--- src/rtl/mem_line_arbiter_if.sv ---
// Channel-side and BRAM-side signal bundle of the line arbiter.
// The slave modport is the arbiter; the master modport is the channels and BRAM around it.
interface mem_line_arbiter_if #(
  parameter int NUM_CH = 2,
  parameter int LINE_W = 128,
  parameter int ADDR_W = 15
);
  logic [NUM_CH-1:0]        ch_req_i;
  logic [NUM_CH-1:0]        ch_write_i;
  logic [NUM_CH*ADDR_W-1:0] ch_addr_i;
  logic [NUM_CH*LINE_W-1:0] ch_wdata_i;
  logic [LINE_W-1:0]        ch_rdata_o;
  logic [NUM_CH-1:0]        ch_ready_o;
  logic [NUM_CH-1:0]        grant_o;
  logic                     busy_o;
  logic                     mem_req_o;
  logic                     mem_write_o;
  logic [ADDR_W-1:0]        mem_addr_o;
  logic [LINE_W-1:0]        mem_wdata_o;
  logic [LINE_W-1:0]        mem_rdata_i;
  logic                     mem_valid_i;

  modport slave (
    input  ch_req_i, ch_write_i, ch_addr_i, ch_wdata_i, mem_rdata_i, mem_valid_i,
    output ch_rdata_o, ch_ready_o, grant_o, busy_o,
           mem_req_o, mem_write_o, mem_addr_o, mem_wdata_o
  );

  modport master (
    output ch_req_i, ch_write_i, ch_addr_i, ch_wdata_i, mem_rdata_i, mem_valid_i,
    input  ch_rdata_o, ch_ready_o, grant_o, busy_o,
           mem_req_o, mem_write_o, mem_addr_o, mem_wdata_o
  );
endinterface

--- src/rtl/mem_line_arbiter.sv ---
// Serialises NUM_CH line requests onto one BRAM port: grant 1 cycle after request, ready 1 cycle after mem_valid_i.
// One transaction in flight; other requesters wait for IDLE. Define MEM_ARB_ROUND_ROBIN_EN for round-robin, else fixed priority.
module mem_line_arbiter #(
  parameter int NUM_CH = 2,
  parameter int LINE_W = 128,
  parameter int ADDR_W = 15
) (
  input  logic              sys_clock,
  input  logic              reset,
  mem_line_arbiter_if.slave bus
);

  localparam int IDX_W = (NUM_CH > 1) ? $clog2(NUM_CH) : 1;

  typedef enum logic [1:0] {
    IDLE,
    WAIT,
    RELEASE
  } state_t;

  typedef struct packed {
    logic              write;
    logic [ADDR_W-1:0] addr;
    logic [LINE_W-1:0] wdata;
  } line_req_t;

  state_t            state_q, state_d;
  logic [NUM_CH-1:0] grant_q, grant_d;
  logic [NUM_CH-1:0] ready_q, ready_d;
  line_req_t         req_q, req_d;
  logic              mem_req_q, mem_req_d;
  logic [LINE_W-1:0] rdata_q, rdata_d;
  logic              win_vld;
  logic [IDX_W-1:0]  win_idx;

`ifdef MEM_ARB_ROUND_ROBIN_EN
  logic [IDX_W-1:0] ptr_q;
  logic             grant_fire;
  int               idx;

  // Walk the search order backwards so the channel nearest ptr_q+1 is assigned last and wins.
  always_comb begin
    win_vld = 1'b0;
    win_idx = '0;
    idx     = 0;
    for (int off = NUM_CH; off >= 1; off--) begin
      idx = (int'(ptr_q) + off) % NUM_CH;
      if (bus.ch_req_i[idx]) begin
        win_vld = 1'b1;
        win_idx = IDX_W'(idx);
      end
    end
  end

  assign grant_fire = (state_q == IDLE) && win_vld;

  always_ff @(posedge sys_clock) begin
    if (reset) begin
      ptr_q <= IDX_W'(NUM_CH - 1);
    end else if (grant_fire) begin
      ptr_q <= win_idx;
    end
  end
`else
  always_comb begin
    win_vld = 1'b0;
    win_idx = '0;
    for (int i = NUM_CH - 1; i >= 0; i--) begin
      if (bus.ch_req_i[i]) begin
        win_vld = 1'b1;
        win_idx = IDX_W'(i);
      end
    end
  end
`endif

  always_comb begin
    state_d   = state_q;
    grant_d   = grant_q;
    ready_d   = '0;
    req_d     = req_q;
    mem_req_d = mem_req_q;
    rdata_d   = rdata_q;
    case (state_q)
      IDLE: begin
        if (win_vld) begin
          grant_d          = '0;
          grant_d[win_idx] = 1'b1;
          req_d.write      = bus.ch_write_i[win_idx];
          req_d.addr       = bus.ch_addr_i[int'(win_idx)*ADDR_W +: ADDR_W];
          req_d.wdata      = bus.ch_wdata_i[int'(win_idx)*LINE_W +: LINE_W];
          mem_req_d        = 1'b1;
          state_d          = WAIT;
        end
      end
      WAIT: begin
        if (bus.mem_valid_i) begin
          if (!req_q.write) begin
            rdata_d = bus.mem_rdata_i;
          end
          mem_req_d = 1'b0;
          ready_d   = grant_q;
          state_d   = RELEASE;
        end
      end
      RELEASE: begin
        grant_d = '0;
        state_d = IDLE;
      end
      default: begin
        state_d = IDLE;
      end
    endcase
  end

  always_ff @(posedge sys_clock) begin
    if (reset) begin
      state_q   <= IDLE;
      grant_q   <= '0;
      ready_q   <= '0;
      req_q     <= '0;
      mem_req_q <= 1'b0;
      rdata_q   <= '0;
    end else begin
      state_q   <= state_d;
      grant_q   <= grant_d;
      ready_q   <= ready_d;
      req_q     <= req_d;
      mem_req_q <= mem_req_d;
      rdata_q   <= rdata_d;
    end
  end

  assign bus.grant_o     = grant_q;
  assign bus.ch_ready_o  = ready_q;
  assign bus.ch_rdata_o  = rdata_q;
  assign bus.busy_o      = (state_q != IDLE);
  assign bus.mem_req_o   = mem_req_q;
  assign bus.mem_write_o = req_q.write;
  assign bus.mem_addr_o  = req_q.addr;
  assign bus.mem_wdata_o = req_q.wdata;

endmodule

--- src/flat_wrapper.sv ---
// flat-port wrapper written by rule: the top's interface ports become plain ports
module mem_line_arbiter_flat 
#(
  parameter int NUM_CH = 2,
  parameter int LINE_W = 128,
  parameter int ADDR_W = 15
)
  (sys_clock, reset, bus_ch_req_i, bus_ch_write_i, bus_ch_addr_i, bus_ch_wdata_i, bus_mem_rdata_i, bus_mem_valid_i, bus_ch_rdata_o, bus_ch_ready_o, bus_grant_o, bus_busy_o, bus_mem_req_o, bus_mem_write_o, bus_mem_addr_o, bus_mem_wdata_o);
  mem_line_arbiter_if #(.NUM_CH(NUM_CH), .LINE_W(LINE_W), .ADDR_W(ADDR_W)) bus_i ();
  input  logic sys_clock;
  input  logic reset;
  input wire logic [$bits(bus_i.ch_req_i)-1:0] bus_ch_req_i;
  input wire logic [$bits(bus_i.ch_write_i)-1:0] bus_ch_write_i;
  input wire logic [$bits(bus_i.ch_addr_i)-1:0] bus_ch_addr_i;
  input wire logic [$bits(bus_i.ch_wdata_i)-1:0] bus_ch_wdata_i;
  input wire logic [$bits(bus_i.mem_rdata_i)-1:0] bus_mem_rdata_i;
  input wire logic [$bits(bus_i.mem_valid_i)-1:0] bus_mem_valid_i;
  output wire logic [$bits(bus_i.ch_rdata_o)-1:0] bus_ch_rdata_o;
  output wire logic [$bits(bus_i.ch_ready_o)-1:0] bus_ch_ready_o;
  output wire logic [$bits(bus_i.grant_o)-1:0] bus_grant_o;
  output wire logic [$bits(bus_i.busy_o)-1:0] bus_busy_o;
  output wire logic [$bits(bus_i.mem_req_o)-1:0] bus_mem_req_o;
  output wire logic [$bits(bus_i.mem_write_o)-1:0] bus_mem_write_o;
  output wire logic [$bits(bus_i.mem_addr_o)-1:0] bus_mem_addr_o;
  output wire logic [$bits(bus_i.mem_wdata_o)-1:0] bus_mem_wdata_o;
  assign bus_i.ch_req_i = bus_ch_req_i;
  assign bus_i.ch_write_i = bus_ch_write_i;
  assign bus_i.ch_addr_i = bus_ch_addr_i;
  assign bus_i.ch_wdata_i = bus_ch_wdata_i;
  assign bus_i.mem_rdata_i = bus_mem_rdata_i;
  assign bus_i.mem_valid_i = bus_mem_valid_i;
  assign bus_ch_rdata_o = bus_i.ch_rdata_o;
  assign bus_ch_ready_o = bus_i.ch_ready_o;
  assign bus_grant_o = bus_i.grant_o;
  assign bus_busy_o = bus_i.busy_o;
  assign bus_mem_req_o = bus_i.mem_req_o;
  assign bus_mem_write_o = bus_i.mem_write_o;
  assign bus_mem_addr_o = bus_i.mem_addr_o;
  assign bus_mem_wdata_o = bus_i.mem_wdata_o;
  mem_line_arbiter #(.NUM_CH(NUM_CH), .LINE_W(LINE_W), .ADDR_W(ADDR_W)) u_core (.sys_clock(sys_clock), .reset(reset), .bus(bus_i));
endmodule
--- config.mk ---
export PLATFORM = sky130hd
export DESIGN_NAME = mem_line_arbiter_flat
export DESIGN_NICKNAME = d
export VERILOG_FILES = /design/src/rtl/mem_line_arbiter_if.sv /design/src/rtl/mem_line_arbiter.sv /design/src/flat_wrapper.sv
export SDC_FILE = /design/constraint.sdc
export NUM_CORES = 1
export LEC_CHECK = 0
export ABC_AREA = 1
export CORE_AREA = 8 8 263 265
export DETAILED_ROUTE_END_ITERATION = 16
export DIE_AREA = 0 0 271 273
export GPL_TIMING_DRIVEN = 0
export PLACE_DENSITY = 0.51
export SLEW_MARGIN = 0
export SYNTH_ARGS = -nofsm -noshare
export SYNTH_HDL_FRONTEND = slang
export SYNTH_SLANG_ARGS = --single-unit
export TNS_END_PERCENT = 20
--- constraint.sdc ---
create_clock -name sys_clock -period 1.5 [get_ports sys_clock]
set_input_delay 0.3 -clock sys_clock [delete_from_list [all_inputs] [get_ports sys_clock]]
set_output_delay 0.3 -clock sys_clock [all_outputs]
set_load 0.02 [all_outputs]
==> impl_metrics.tcl <==
set metrics [dict create \
    status "complete, but fails checks" \
    violations "negative setup slack" \
    cts_tree "built" \
    dr.pass1.iters 5 \
    ant_nets 0 \
    die_w_um 271 \
    die_y_um 273 \
    antenna_found_initial 9 \
    area_growth_pct 76.64 \
    core_um2 65040 \
    fmax_mhz 663.9 \
    syn_area_per_cell_um2 6.566 \
    clk_pin_slew_ns 0.06 \
    avgViaCountPerCell 4.102 \
    hold_path_end "u_core.state_q[0]" \
    synth_most_common_cell "nor2_1" \
    crit_start "u_core.state_q[0]" \
    synth_area_leaders "dfxtp_1 (47%), nor2_1 (22%), o21ai_0 (10%)" \
    dieArea_um2 73980 \
    gp_congestion 0.9155 \
    cp_max_fo 5 \
    maxSlewHeadroom_pct 61.52 \
    grt_pass1_wl_mm 95.65 \
    pwr-share-clk_pct 36.5 \
    synth_warnings 0 \
    synthCells 1823 \
    intPower_w 0.01587 \
    powerDensity_nw_per_um2 1106 \
    hold_viol_final 0 \
    p_leak_nw 10.11 \
    vdd_drop_max_uv 594.1 \
    netlist.area_leader.share_pct 46.66 \
    grt_start_max_net_pins 12 \
    setup_viol_count_final 4 \
    hp-class "in -> reg" \
    gr-total-overflow 0 \
    grt_setup_unrepaired "yes" \
    root_buffer "clkbuf_16" \
    numCtsBuffers 36 \
    ioPinCount 699 \
    start_util_pct 18.40 \
    pwr-share-seq_pct 36.3 \
    r2r_end "u_core.bus.mem_wdata_o[105]" \
    io_buffer_count 698 \
    setup.worst_path.start_class "flip-flop" \
    drt_drc_violations_left 0 \
    fin_crit_ns 1.506 \
    wl_per_cell_um 19.44 \
    cp.arrival_ns 1.93 \
    worstSetupEndpointType "flip-flop" \
    p_sw_w 0.007526 \
    drive_above_1_share_pct 21.22 \
    num_vias 14270 \
    slew_viol_final 0 \
    pwr-share-comb_pct 27.2 \
    setup_ws_ns -0.006265 \
    rows 94 \
    synth_seq_area_share_pct 46.66 \
    maxCapViolCount 0 \
    crit_type "reg -> reg" \
    worstReg2RegStart "u_core.state_q[0]" \
    dp_hpwl_mm 53.64 \
    synth_edf_count 0 \
    hold_slack_ns 0.1852 \
    hold_start "reset" \
    clock_path_buffers 3 \
    min_period_over_period_pct 100.4 \
    synth.net_count 2244 \
    r2r_slack_ns -0.006 \
    layout.nets 3000 \
    required_ns 1.92 \
    wirelength_mm 67.63 \
    hold_buffers 0 \
    cts_htree_levels 2 \
    drt_iter0_markers 794 \
    ys_ff_latch 279 \
    synth_common_cells "nor2_1 (686), nand2_1 (301), dfxtp_1 (279)" \
    fin_skew_ns 0.02542 \
    synthFlopType "dfxtp_1" \
    track_usage_pct 17.02 \
    swShare_pct 32.17 \
    clk_latency_ns 0.55 \
    yosysTopAreaCell "dfxtp_1" \
    fin_util_pct 32.51 \
    async_reset_ff_share_pct 0 \
    synth_area_um2 11970 \
    rr_worst_depth 11 \
    grt_pass1_vias 14370 \
    worst_pin_slew_ns 0.5771 \
    synth_cell_types 19 \
    cts_sinks 279 \
    hold_depth 2 \
]
per-layer routing:
metal / up-vias / routed length [um] / GRT usage (%)
met4: 0 / 2174 / 6.537
met3: 105 / 5799 / 5.978
met1: 6555 / 26570 / 19.10
met2: 520 / 33080 / 29.45
met5: - / 0 / 0
li1: 7091 / - / -
power by group through the flow:
stage,Clock (W),Combinational [W],Sequential (W)
final,0.00853,0.00637,0.00850
after global routing,0.00913,0.00690,0.00858
after CTS,0.00885,0.00623,0.00848
after detailed placement,0,0.00625,0.00865
after global placement,0,0.00624,0.00863
after floorplan,0,0.00186,0.00947
worst max-delay path by stage:
| stage | endpoint | slack (ns) | cells past startpoint |
|---|---|---|---|
| 6_report | u_core.bus.mem_wdata_o[105] | -0.006 | 11 |
| 5_1_grt | u_core.bus.mem_wdata_o[109] | -0.09 | 11 |
| 4_1_cts | u_core.bus.mem_wdata_o[106] | -0.09 | 10 |
| 3_5_place_dp | u_core.bus.ch_rdata_o[28] | -1.14 | 6 |
| 3_3_place_gp | u_core.bus.ch_rdata_o[28] | -1.16 | 6 |
| 2_1_floorplan | u_core.bus.mem_addr_o[10] | 0.11 | 8 |
stage by stage:
stage | setup WS, ns | setup TNS (ns) | total power (W) | area [um2] | std cells
2_1_floorplan | 0.1143 | 0 | 0.01133 | 11970 | 1823
3_3_place_gp | -1.159 | -236.71 | 0.01486 | 20040 | 3385
3_5_place_dp | -1.137 | -241.06 | 0.01490 | 20040 | 3385
4_1_cts | -0.08676 | -6.777 | 0.02357 | 21210 | 3461
5_1_grt | -0.08893 | -2.808 | 0.02462 | 21140 | 3477
6_report | -0.006265 | -0.01599 | 0.02339 | 21140 | 3479
critical path, cell delays in order (launching register included):
cell and delay [ns]:
dfxtp_2 0.33, inv_4 0.07, nand2_4 0.06, nor2_4 0.10
buf_12 0.13, buf_12 0.13, buf_12 0.14, buf_12 0.11
buf_16 0.11, nand2_2 0.05, nor2_2 0.09, nor2_1 0.04
cell families (layout without fill, tap and decap cells):
group	Yosys count	after routing	share of synthesized area, %
and+or+nand+nor	997	997	31.45
AOI/OAI and AO/OA	276	276	11.54
buffers and inverters	271	1054	10.35
other	0	9	0
DFF	279	279	46.66
flip-flops by register name, indices dropped and copies added (netlist names):
name	count
u_core.bus.ch_rdata_o	128
u_core.bus.mem_wdata_o	128
u_core.bus.mem_addr_o	15
u_core.bus.ch_ready_o	2
u_core.bus.grant_o	2
u_core.state_q	2
u_core.bus.mem_req_o	1
u_core.bus.mem_write_o	1
layout by cell type (no fill, tap or decap), types with 17 or more instances in the layout:
cell             netlist  layout
buf_2                 42     176
buf_4                 17      40
buf_6                 12      17
clkbuf_1              45      17
clkbuf_16              0      41
clkbuf_2               1     109
clkdlybuf4s15_2        0      21
clkdlybuf4s50_1        0     418
dfxtp_1              279     274
inv_1                151     149
nand2_1              301     273
nand2_4                0      17
nor2_1               686     647
nor2_2                 2      31
o21ai_0              248     173
o21ai_1               22      87
cell type report:
class | count | area [um2]
flip-flops and latches | 279 | 5594
plain buffers | 119 | 1027
clock buffers | 55 | 1062
well taps | 864 | 1081
diodes | 9 | 22.52
inverters | 152 | 580.6
repair buffers | 718 | 6185
clock inverters | 10 | 90.09
fillers | 7094 | 43900
multi-input cells | 1273 | 5502
what timing repair did:
action	CTS	global route
setup buffers	6	5
gates resized for setup	977	486
pin swaps	8	52
setup endpoints to repair	542	405
cloned	5	4
Note: power is estimated with default switching activity, not from simulation.
